===== src/rtl/ram_march_bist.sv =====
// ram_march_bist: March C- style BIST sequencer (up{w0}; up{r0,w1}; down{r1,w0}; down{r0})
// driving a single-port sync RAM and recording the first read mismatch.
module ram_march_bist #(
  parameter int ADDR_W = 4,
  parameter int DATA_W = 4,
  parameter int DEPTH  = 8
) (
  input  logic              clk,
  input  logic              rst_n,
  input  logic              start,
  output logic              mem_we,
  output logic [ADDR_W-1:0] mem_addr,
  output logic [DATA_W-1:0] mem_wdata,
  input  logic [DATA_W-1:0] mem_rdata,
  output logic              busy,
  output logic              done,
  output logic              fail,
  output logic [ADDR_W-1:0] fail_addr,
  output logic [DATA_W-1:0] fail_data
);
  typedef enum logic [3:0] {
    IDLE, M0_W, M1_R, M1_C, M1_W, M2_R, M2_C, M2_W, M3_R, M3_C, DONE
  } state_t;
  localparam logic [ADDR_W-1:0] LAST = ADDR_W'(DEPTH - 1);
  localparam logic [DATA_W-1:0] ONES = '1;
  state_t state, nxt;
  logic [ADDR_W-1:0] nxt_addr;
  logic last, first, launch, cmp, mism;
  assign last   = mem_addr == LAST;
  assign first  = mem_addr == '0;
  assign launch = (state == IDLE || state == DONE) && start;
  assign cmp    = state inside {M1_C, M2_C, M3_C};
  // Read data is registered by the RAM, so it is valid during the C cycle.
  assign mism   = cmp && mem_rdata != (state == M2_C ? ONES : '0);
  always_comb begin
    nxt      = state;
    nxt_addr = mem_addr;
    case (state)
      IDLE, DONE: if (start) begin nxt = M0_W; nxt_addr = '0; end
      M0_W: begin nxt = last ? M1_R : M0_W; nxt_addr = last ? '0 : mem_addr + 1'b1; end
      M1_R: nxt = M1_C;
      M1_C: nxt = M1_W;
      M1_W: begin nxt = last ? M2_R : M1_R; nxt_addr = last ? LAST : mem_addr + 1'b1; end
      M2_R: nxt = M2_C;
      M2_C: nxt = M2_W;
      M2_W: begin nxt = first ? M3_R : M2_R; nxt_addr = first ? LAST : mem_addr - 1'b1; end
      M3_R: nxt = M3_C;
      M3_C: begin nxt = first ? DONE : M3_R; nxt_addr = first ? mem_addr : mem_addr - 1'b1; end
      default: begin nxt = IDLE; nxt_addr = '0; end
    endcase
  end
  always_ff @(posedge clk) begin
    if (!rst_n) begin
      state     <= IDLE;
      mem_we    <= 1'b0;
      mem_addr  <= '0;
      mem_wdata <= '0;
      busy      <= 1'b0;
      done      <= 1'b0;
      fail      <= 1'b0;
      fail_addr <= '0;
      fail_data <= '0;
    end else begin
      state     <= nxt;
      mem_addr  <= nxt_addr;
      mem_we    <= nxt inside {M0_W, M1_W, M2_W};
      mem_wdata <= nxt == M1_W ? ONES : '0;
      busy      <= !(nxt inside {IDLE, DONE});
      done      <= nxt == DONE;
      if (launch) begin
        fail      <= 1'b0;
        fail_addr <= '0;
        fail_data <= '0;
      end else if (mism && !fail) begin
        fail      <= 1'b1;
        fail_addr <= mem_addr;
        fail_data <= mem_rdata;
      end
    end
  end
endmodule


===== config.mk =====
export PLATFORM = sky130hd
export DESIGN_NAME = ram_march_bist
export DESIGN_NICKNAME = d
export VERILOG_FILES = /design/src/rtl/ram_march_bist.sv
export SDC_FILE = /design/constraint.sdc
export NUM_CORES = 1
export LEC_CHECK = 0
export BUFFER_PORTS_ARGS = -buffer_cell sky130_fd_sc_hd__clkbuf_2
export CAP_MARGIN = 5
export CORE_ASPECT_RATIO = 0.8
export CORE_MARGIN = 2
export CORE_UTILIZATION = 35
export CTS_BUF_LIST = sky130_fd_sc_hd__clkbuf_16
export CTS_CLUSTER_DIAMETER = 150
export CTS_CLUSTER_SIZE = 25
export DETAILED_ROUTE_END_ITERATION = 10
export GPL_TIMING_DRIVEN = 0
export HOLD_SLACK_MARGIN = 0.12
export SLEW_MARGIN = 20
export SYNTH_ARGS = -nofsm -noshare
export SYNTH_HDL_FRONTEND = slang
export SYNTH_SLANG_ARGS = --single-unit
export TNS_END_PERCENT = 10

===== constraint.sdc =====
create_clock -name clk -period 2.8 [get_ports clk]
set_input_delay 0.56 -clock clk [delete_from_list [all_inputs] [get_ports clk]]
set_output_delay 0.56 -clock clk [all_outputs]
set_load 0.005 [all_outputs]

==> run_results.csv <==
group,metric,value,unit
status,run_status,"completed",
yosys,netlist-cell-type-count,56,
critical_path,crit_start,"mem_addr[0]",
floorplanning,die_x,74.8,µm
floorplanning,initial_utilization,0.366,
power_and_ir_drop,p_per_area,425,nW/µm²
routing,initialDrtViolationCount,129,
clock_network,cts_buffer_depth,2,
critical_path,crit_chain,"inv_1 > ha_1 > or3b_1 > nand2_1 > a211oi_2 > nand3_1 > o31ai_1",
yosys,ys_ff_latch,21,
yosys,yosysMostFrequentCell,"dfxtp_1",
clock_network,path_clk_slew,0.06,ns
sta,min_period_over_period,0.781,
worst_hold_path,hp-class,"reg -> reg",
grt,grt_first_pass_wirelength,5.73,mm
yosys,yosys.area_share.simple,0.289,
sta,tightest_slew,0.471,ns
routing,ant_nets,0,
clock_network,holdBufCountCts,0,
critical_path,r2r_start,"mem_addr[0]",
yosys,yosysTopAreaCell,"dfxtp_1",
clock_network,cts_buffers,3,
sta,fin_skew,0.00239,ns
yosys,synth-seq-area-share,0.300,
critical_path,end_kind,"flip-flop",
clock_network,clk_latency,0.25,ns
yosys,synth_common_cells,"dfxtp_1, nor2_1, mux2i_1, nand2_1, nor2_2",
yosys,syn-num-nets,176,
sta,rsz0062_at_grt,"false",
critical_path,critical_path_class,"reg -> reg",
sta,slew_violations,0,
floorplanning,ioPinCount,27,
routing,wirelength,3.34,mm
grt,grt_usage,0.167,
critical_path,cp.arrival,2.36,ns
place,dp_hpwl,2.51,mm
worst_hold_path,min_from,"fail_data[0]",
worst_hold_path,holdPathStages,2,
yosys,yosys-top-cells-area,"dfxtp_1, mux2i_1, nor2_2",
grt,overflow,0,
sta,max_freq,457,MHz
final_layout,nets,206,
final_layout,n_antenna_cell,0,
yosys,async_flop_share,0,
yosys,synth-xor-area-share,0.0125,
critical_path,rrSetupSlack,0.61,ns
routing,drtPass1Iterations,4,
place,post-place-cells,247,
critical_path,cp.buffers_inverters,1,
critical_path,required,2.97,ns
yosys,synth-edff-count,0,
critical_path,r2r-end,"mem_addr[3]",
sta,hold_ws,0.500,ns
yosys,synthCells,167,
power_and_ir_drop,p_leak,0.000660,µW
critical_path,start_kind,"flip-flop",
sta,slew_headroom,0.678,
floorplanning,dieArea,4530,µm²
yosys,synthFlopType,"dfxtp_1",
yosys,synth_fa_ha_area_frac,0.0178,
grt,grt_max_degree,12,
critical_path,cp_slowest_cell,"dfxtp_1",
floorplanning,rows,20,
floorplanning,core_area,3830,µm²
yosys,yosysWarningCount,0,
sta,setup_tns,0,ns
critical_path,worst_path_dominant_cell_family,"simple AND/OR/NAND/NOR gates",
grt,first_global_vias,1192,
yosys,synth_top_area_frac,0.300,
clock_network,root_buffer,"clkbuf_16",
sta,finalSetupViolCount,0,
final_layout,syn_to_final_growth,19.4,%
clock_network,cts_tree,"built",
sta,hold_viol_final,0,
critical_path,critPathMaxFanout,7,
worst_hold_path,worst_hold_path.endpoint,"fail_data[0]",
place,gp_congestion,0.912,
clock_network,post_cts_buffers,0,
yosys,synth_top_family_by_area,"simple AND/OR/NAND/NOR gates",
yosys,synth.area.mux_share,0.0642,
routing,vias_per_cell,5.37,
clock_network,cts_resized,0,
final_layout,drive_gt1_frac,0.311,
grt,antenna_found_initial,0,
routing,wire_per_inst,13.3,µm
job,max-cap-violations,0,
yosys,syn-cell-area,1400,µm²
yosys,synth_compound_area_frac,0.224,
routing,vias,1347,
routing,drc,0,
power_and_ir_drop,ir_drop,0.000251,V
final_layout,post-route-util,0.438,
power_and_ir_drop,fin_total_pwr,713,µW
place,port_buffers,25,
critical_path,r2r_cells,7,
critical_path,cpPeakStageDelay,0.45,ns
yosys,syn_avg_cell_area,8.40,µm²
clock_network,htreeDepth,1,
floorplanning,die_h,60.6,µm
clock_network,clock_sinks,21,
sta,period_needed,2.19,ns
final_layout,final_cell_count_no_fill,251,
==> through the flow <==
step / worst slack [ns] / cell area, µm²
after floorplan: 0.977 / 1400
after global placement: 0.596 / 1600
after detailed placement: 0.667 / 1600
after CTS: 0.650 / 1680
after global routing: 0.408 / 1680
final: 0.614 / 1680
==> flip-flops by register name, summed over array words and instances (netlist names) <==
register,count
busy,1
state,4
fail,1
mem_wdata,1
done,1
mem_we,1
fail_data,4
mem_addr,4
fail_addr,4
==> worst max-delay path by stage <==
stage | endpoint | slack [ns] | cells after the start
after floorplan | busy | 0.98 | 7
after global routing | mem_addr[3] | 0.41 | 7
final | mem_addr[3] | 0.61 | 7
after global placement | mem_addr[3] | 0.60 | 7
after detailed placement | mem_addr[3] | 0.67 | 7
after CTS | mem_addr[3] | 0.65 | 7
==> per-layer routing <==
layer | global-route usage | share of wire
met5 | 0 | 0
met2 | 0.243 | 0.43
met1 | 0.241 | 0.49
met4 | 0.0663 | 0.017
met3 | 0.0382 | 0.065
==> worst min-delay path, delay by kind of cell, from the launching register on <==
family        cells  cell delay (ns)
flops             1             0.32
mux               1             0.08
simple gates      1             0.07
==> where the power goes <==
part	internal (µW)	total, µW	switching, µW
Combinational	38.7	98.0	59.3
Clock	190	301	111
Sequential	306	313	7.36
==> area by class of cell <==
cell class | count | area (µm²)
Buffer | 15 | 100
Clock buffer | 3 | 75.1
Clock inverter | 1 | 3.75
Fill cell | 378 | 2150
Inverter | 8 | 30.0
Multi-Input combinational cell | 123 | 852
Sequential cell | 21 | 420
Tap cell | 55 | 68.8
Timing Repair Buffer | 25 | 125
==> placed cells by master (no fill, tap or decap), types with 2 or more instances in the layout <==
cell type / netlist / final
nand3_1: 6 / 6
o211ai_1: 2 / 2
a211oi_1: 3 / 3
clkbuf_2: 0 / 25
ha_1: 2 / 2
nor2_1: 11 / 11
inv_1: 8 / 9
nor3_1: 7 / 7
nand4_1: 2 / 2
buf_2: 8 / 8
a31oi_1: 2 / 2
nand2_1: 9 / 9
buf_6: 3 / 3
mux2i_1: 9 / 9
nand2b_1: 4 / 4
dfxtp_1: 21 / 21
nor3b_1: 2 / 2
or2_2: 2 / 2
buf_4: 3 / 3
a21oi_1: 8 / 8
nor2_2: 9 / 9
nand4bb_1: 2 / 2
nor2b_1: 2 / 2
o21ai_0: 7 / 7
o22ai_1: 2 / 2
clkbuf_16: 0 / 3
nor4b_1: 2 / 2
==> kinds of logic after synthesis <==
kind of cell / after synthesis
AO/OA/AOI/OAI: 42
XOR/XNOR: 2
adder cells (fa/ha/maj): 2
buffers and inverters: 23
flip-flops: 21
multiplexers: 9
AND/OR/NAND/NOR: 68
Note: power is estimated with default switching activity, not from simulation.
